`src/rtl/tpu_cmd_sequencer.sv`:
```
// Command sequencer for the TPU: buffers compact commands in a FIFO and expands
// each into UB read / weight switch / VPU control timing with drain waits.
module tpu_cmd_sequencer #(
  parameter int SYSTOLIC_ARRAY_WIDTH = 2,
  parameter int PIPE_LAT             = 4,
  parameter int FIFO_DEPTH           = 4
) (
  input  logic        clk,
  input  logic        rst,
  input  logic        flush_in,
  input  logic        cmd_valid_in,
  output logic        cmd_ready_out,
  input  logic [1:0]  cmd_op_in,
  input  logic [15:0] cmd_addr_in,
  input  logic [15:0] cmd_count_in,
  input  logic [3:0]  cmd_pathway_in,
  input  logic [1:0]  cmd_mode_in,
  output logic        ub_rd_start_out,
  output logic [8:0]  ub_ptr_select_out,
  output logic [15:0] ub_rd_addr_out,
  output logic [15:0] ub_rd_col_size_out,
  output logic        sys_switch_out,
  output logic [3:0]  vpu_data_pathway_out,
  output logic [1:0]  sys_mode_out,
  output logic        busy_out,
  output logic        done_out,
  output logic        err_out
);
  localparam int PW = $clog2(FIFO_DEPTH);
  localparam logic [1:0] OP_LOAD_W = 2'd0, OP_STREAM_X = 2'd1, OP_WAIT = 2'd2, OP_SWITCH = 2'd3;
  localparam logic [17:0] STREAM_DRAIN = 18'(2 * SYSTOLIC_ARRAY_WIDTH + PIPE_LAT);

  typedef struct packed {
    logic [1:0]  op;
    logic [15:0] addr;
    logic [15:0] count;
    logic [3:0]  pathway;
    logic [1:0]  mode;
  } cmd_t;

  typedef enum logic [2:0] {S_IDLE, S_ISSUE, S_WAIT, S_SWITCH, S_DONE} state_t;

  cmd_t          fifo_mem [FIFO_DEPTH];
  cmd_t          cmd_in, head;
  logic [PW-1:0] wr_ptr, rd_ptr;
  logic [PW:0]   fill;
  logic          full, empty, push, pop;

  state_t        state, state_d;
  logic [1:0]    cur_op;
  logic [15:0]   cur_addr, cur_count;
  logic [17:0]   wait_cnt, wait_cnt_d, w_val;
  logic          is_rd, illegal, issue_rd;
  logic [3:0]    pathway_q;
  logic [1:0]    mode_q;
  logic          err_q;

  assign cmd_in        = '{cmd_op_in, cmd_addr_in, cmd_count_in, cmd_pathway_in, cmd_mode_in};
  assign head          = fifo_mem[rd_ptr];
  assign full          = (fill == (PW+1)'(FIFO_DEPTH));
  assign empty         = (fill == '0);
  // Ready is withheld during reset and flush so a coincident push is dropped.
  assign cmd_ready_out = !full && !rst && !flush_in;
  assign push          = cmd_valid_in && cmd_ready_out;
  assign pop           = (state == S_IDLE) && !empty && !flush_in;

  always_ff @(posedge clk) begin
    if (push) fifo_mem[wr_ptr] <= cmd_in;
  end

  always_ff @(posedge clk) begin
    if (rst || flush_in) begin
      wr_ptr <= '0;
      rd_ptr <= '0;
      fill   <= '0;
    end else begin
      if (push) wr_ptr <= wr_ptr + 1'b1;
      if (pop)  rd_ptr <= rd_ptr + 1'b1;
      fill <= fill + (PW+1)'(push) - (PW+1)'(pop);
    end
  end

  assign is_rd   = (cur_op == OP_LOAD_W) || (cur_op == OP_STREAM_X);
  assign illegal = is_rd && (cur_count == '0);

  // Wait length at 18 bits so count=0xFFFF plus drain cannot wrap.
  always_comb begin
    w_val = '0;
    case (cur_op)
      OP_LOAD_W:   w_val = {2'b00, cur_count} + 18'd1;
      OP_STREAM_X: w_val = {2'b00, cur_count} + STREAM_DRAIN;
      OP_WAIT:     w_val = {2'b00, cur_count};
      default:     w_val = '0;
    endcase
  end

  always_comb begin
    state_d    = state;
    wait_cnt_d = wait_cnt;
    case (state)
      S_IDLE:  if (pop) state_d = S_ISSUE;
      S_ISSUE: begin
        if (illegal) state_d = S_DONE;
        else if (w_val != '0) begin
          state_d    = S_WAIT;
          wait_cnt_d = w_val;
        end else if (cur_op == OP_SWITCH || cur_op == OP_LOAD_W) state_d = S_SWITCH;
        else state_d = S_DONE;
      end
      S_WAIT: begin
        if (wait_cnt <= 18'd1) begin
          wait_cnt_d = '0;
          state_d    = (cur_op == OP_LOAD_W) ? S_SWITCH : S_DONE;
        end else wait_cnt_d = wait_cnt - 18'd1;
      end
      S_SWITCH: state_d = S_DONE;
      S_DONE:   state_d = S_IDLE;
      default:  state_d = S_IDLE;
    endcase
    if (flush_in) begin
      state_d    = S_IDLE;
      wait_cnt_d = '0;
    end
  end

  always_ff @(posedge clk) begin
    if (rst) begin
      state     <= S_IDLE;
      wait_cnt  <= '0;
      cur_op    <= '0;
      cur_addr  <= '0;
      cur_count <= '0;
      pathway_q <= '0;
      mode_q    <= '0;
      err_q     <= 1'b0;
    end else begin
      state    <= state_d;
      wait_cnt <= wait_cnt_d;
      if (pop) begin
        cur_op    <= head.op;
        cur_addr  <= head.addr;
        cur_count <= head.count;
        // Sticky VPU controls change at the pop edge so they are live in ISSUE.
        if (head.op == OP_STREAM_X && head.count != '0) begin
          pathway_q <= head.pathway;
          mode_q    <= head.mode;
        end
      end
      if (state == S_ISSUE && illegal && !flush_in) err_q <= 1'b1;
    end
  end

  assign issue_rd             = (state == S_ISSUE) && is_rd && !illegal;
  assign ub_rd_start_out      = issue_rd;
  assign ub_ptr_select_out    = {8'b0, issue_rd && (cur_op == OP_LOAD_W)};
  assign ub_rd_addr_out       = issue_rd ? cur_addr : '0;
  assign ub_rd_col_size_out   = issue_rd ? cur_count : '0;
  assign sys_switch_out       = (state == S_SWITCH);
  assign done_out             = (state == S_DONE);
  assign busy_out             = (state != S_IDLE) || !empty;
  assign vpu_data_pathway_out = pathway_q;
  assign sys_mode_out         = mode_q;
  assign err_out              = err_q;
endmodule

```
`config.mk`:
```
export PLATFORM = sky130hd
export DESIGN_NAME = tpu_cmd_sequencer
export DESIGN_NICKNAME = d
export VERILOG_FILES = /design/src/rtl/tpu_cmd_sequencer.sv
export SDC_FILE = /design/constraint.sdc
export NUM_CORES = 1
export LEC_CHECK = 0
export CAP_MARGIN = 0
export CORE_ASPECT_RATIO = 1.2
export CORE_UTILIZATION = 55
export CTS_BUF_LIST = sky130_fd_sc_hd__clkbuf_8
export DETAILED_ROUTE_END_ITERATION = 10
export DONT_BUFFER_PORTS = 1
export PLACE_DENSITY = 0.7
export SYNTH_ARGS = -nofsm -noshare
export SYNTH_HDL_FRONTEND = slang
export SYNTH_SLANG_ARGS = --single-unit
```
`constraint.sdc`:
```
create_clock -name clk -period 3.8 [get_ports clk]
set_clock_uncertainty 0.2 [all_clocks]
set_input_delay 0.38 -clock clk [delete_from_list [all_inputs] [get_ports clk]]
set_output_delay 0.38 -clock clk [all_outputs]
set_load 0.01 [all_outputs]
```
==> summary.txt <==
Cells and area
  – Layout cells sized above 1: 14.6%
  – Area Overhead vs Synth: 13.0%
  – Final Core Density: 64.3%
  – Commonest non-fill, non-tap cells in the layout: 160 x edfxtp_1, 97 x nand2_1, 69 x dfxtp_1, 56 x nor2_1, 54 x a21oi_1
  – Ant diodes: 0
  – Most common library cell in the layout ignoring fill and taps: edfxtp_1
  – Total Nets Final: 911
  – Fill count: 1,319

Timing
  – Slew headroom: approximately 44%
  – Final Cycle Share: approximately 93%
  – Setup Viol. Count Final: 0
  – Setup TNS: 0 ns
  – Max-slew violation count: 0
  – Max frequency: ~280 MHz
  – Setup slack after layout: 0.264 ns
  – RSZ-0062 raised after global routing: no
  – Worst-margin pin slew: 0.827 ns
  – Fin crit period: ~3.5 ns
  – Final Hold Vio Count: 0

Clocking
  – Longest Clk Path Bufs: 3
  – Clock transition at the registers of the reported paths: about 0.06 ns
  – Total CTS buffers: 37
  – CTS sink cnt: 231
  – CTS tree: built
  – Clk Latency, worst-skew pair: about 0.52 ns
  – CTS root buf: clkbuf_8
  – CTS H-tree depth: 2

Floorplanning
  – Ports: 97
  – Die Span Y: 150 um
  – Site row count: 53
  – Initial Util: approximately 57%
  – CORE AREA: roughly 18,000 um2
  – Die area: 18,900 um2
  – Die X: 126 um

Setup path
  – Slowest Stage Delay on Critical Path: 0.56 ns
  – Critical Path Start Type: flip-flop
  – WS Path Type: flip-flop to output pin
  – Crit-path cells: inv_1 > ha_1 > buf_4 > nor2_2 > nor3_1 > or3_1 > nor3_1
  – Critical path data arrival time: ~3.0 ns
  – Worst Path Max Fanout: 17
  – Cell mode on critical path: nor3_1
  – CP top delay family: simple AND/OR/NAND/NOR gates
  – CP endpoint kind: output pin
  – Max stage delay cell, worst path: or3_1
  – Crit path buffers/inverters: 2
  – WP data required: 3.22 ns

Synth
  – YS warnings: 0
  – Synth Instances: about 800
  – Post-synth ARST share: 0%
  – Mapped Area: just over 10,000 um2
  – Distinct cells, synth: just over 60
  – Post-synth top flop: edfxtp_1
  – Number of synthesized flops with an enable pin: 160
  – Sequential fraction of the synthesis area: about three fifths
  – Synth Area per Inst: 12.6 um2
  – Number of synthesized register bits: 231

Routing
  – Drt via density: a little over 6
  – Drc violations: 4
  – Drt first pass iters: 8
  – DRT iter0 DRCs: around 600
  – Vias post-DR: 6,766
  – Drt wl/cell: approximately 21 um
  – Final wirelength: 23.1 mm
  – DRT antenna net count: 0

Placement
  – HPWL after detailed placement: 14.4 mm
  – Placer Congestion: 0.945
  – Pre-CTS setup slack: 0.256 ns
  – Port Buf Inserts: 0

Global route
  – Vias in the first global route: 6,746
  – Pin count of the biggest net entering global routing: 43
  – First-pass GRT wire length: 36.2 mm
  – Gr ovfl total: 0
  – Antenna violations before repair: 0
  – GR Util All Layers: 25.2%

Outcome
  – Status: finished, violations left
  – Failing checks: DRC

Pwr
  – Total power: 4.87 mW
  – P_leak: 4.00 nW
  – Power per cell area: about 430 nW/um2
  – Max VDD drop: 485 uV

Worst hold path
  – Worst hold path type: input pin to flip-flop

Run
  – Max-cap check violation count: 0
==> cells in the mapped netlist, drive strengths merged, types with 3 or more instances <==
cell type  number  area (um2)
mux2i          10         100
dfxtp          71        1420
a21o            3        22.5
buf            24         151
or3             5        31.3
o31ai           3        22.5
and2            6        38.8
mux4           40         901
nand2b          5        31.3
nand4          10        62.6
ha             15         188
a31oi          12        75.1
xnor2           8        70.1
or4             6        45.0
a21boi          4        30.0
clkbuf         32         120
and3           40         250
nand3          15        75.1
inv            19        71.3
edfxtp        160        4800
nor4           16         100
nor2           57         214
a41oi           3        26.3
or2             4        25.0
xor2            6        52.6
a211oi          7        67.6
nand2          97         364
o21ai          21         116
a21oi          54         270
nor3           17        85.1
==> logic make-up after synthesis <==
family                   synth area share [%]
flip-flops                               61.8
XOR/XNOR                                 1.22
other                                  0.0372
multiplexers                             9.93
buffers and inverters                    3.40
adder cells (fa/ha/maj)                  2.06
AND/OR/NAND/NOR                          13.7
AO/OA/AOI/OAI                            7.85
==> layout make-up <==
type / instances / area, um2 / share of cell area [%]
clock inverter: 28 / 130 / 1.14
timing repair buffer: 64 / 603 / 5.30
multi-input combinational: 498 / 3550 / 31.2
sequential: 231 / 6230 / 54.7
clock buffer: 38 / 523 / 4.59
inverter: 19 / 71.3 / 0.627
tap: 220 / 275 / 2.42
==> final timing paths <==
check / from / to / slack [ns] / depth (start not counted)
max: cur_op[0] / ub_rd_col_size_out[11] / 0.26 / 7
min: cmd_valid_in / fifo_mem[2][2] / 0.11 / 1
max reg2reg: cur_op[1] / wait_cnt[10] / 0.30 / 11
min reg2reg: cur_addr[13] / cur_addr[13] / 0.25 / 2
==> where the power goes <==
group / internal, mW / switching (mW)
combinational: 0.102 / 0.156
sequential: 2.72 / 0.0248
clock: 0.940 / 0.931
total: 3.76 / 1.11
==> registers in the layout (all words and copies together), names as in the netlist, 3 cells and up, named ones only <==
register	flops
fifo_mem	160
wait_cnt	18
state	3
vpu_data_pathway_out	4
cur_addr	16
cur_count	16
fill	3
==> metrics by stage <==
| step | hold WS [ns] | cells | instance area, um2 |
|---|---|---|---|
| 4_1_cts | 0.0860 | 1093 | 11300 |
| 6_report | 0.115 | 1098 | 11400 |
| 5_1_grt | 0.101 | 1098 | 11400 |
| 3_3_place_gp | 0.232 | 982 | 10200 |
| 3_5_place_dp | 0.237 | 982 | 10200 |
| 2_1_floorplan | 0.232 | 804 | 10100 |
==> worst register-to-register path, stage by stage (launching register included) <==
cell      delay (ns)
dfxtp_1         0.37
inv_1           0.07
ha_1            0.29
or2_1           0.50
a221oi_2        0.38
mux2i_1         0.15
o41ai_2         0.35
nand4_1         0.22
o21ai_4         0.29
buf_4           0.24
nand2_1         0.10
o211a_1         0.24
==> metal layers <==
metal / global-route usage, % / vias to the layer above / part of all wire, %
met5: 0 / - / 0
met4: 10.9 / 0 / 2.8
met3: 4.62 / 56 / 6.4
met2: 42.7 / 270 / 51
met1: 31.8 / 3349 / 40
li1: - / 3091 / -
==> repair_timing <==
item / 4_1_cts / 5_1_grt
buffers inserted: 0 / 5
setup endpoints to repair: 0 / 4
hold endpoints to repair: 204 / 0
resized for setup: 0 / 2
hold buffers: 45 / 0
(Power assumes the default switching activity.)
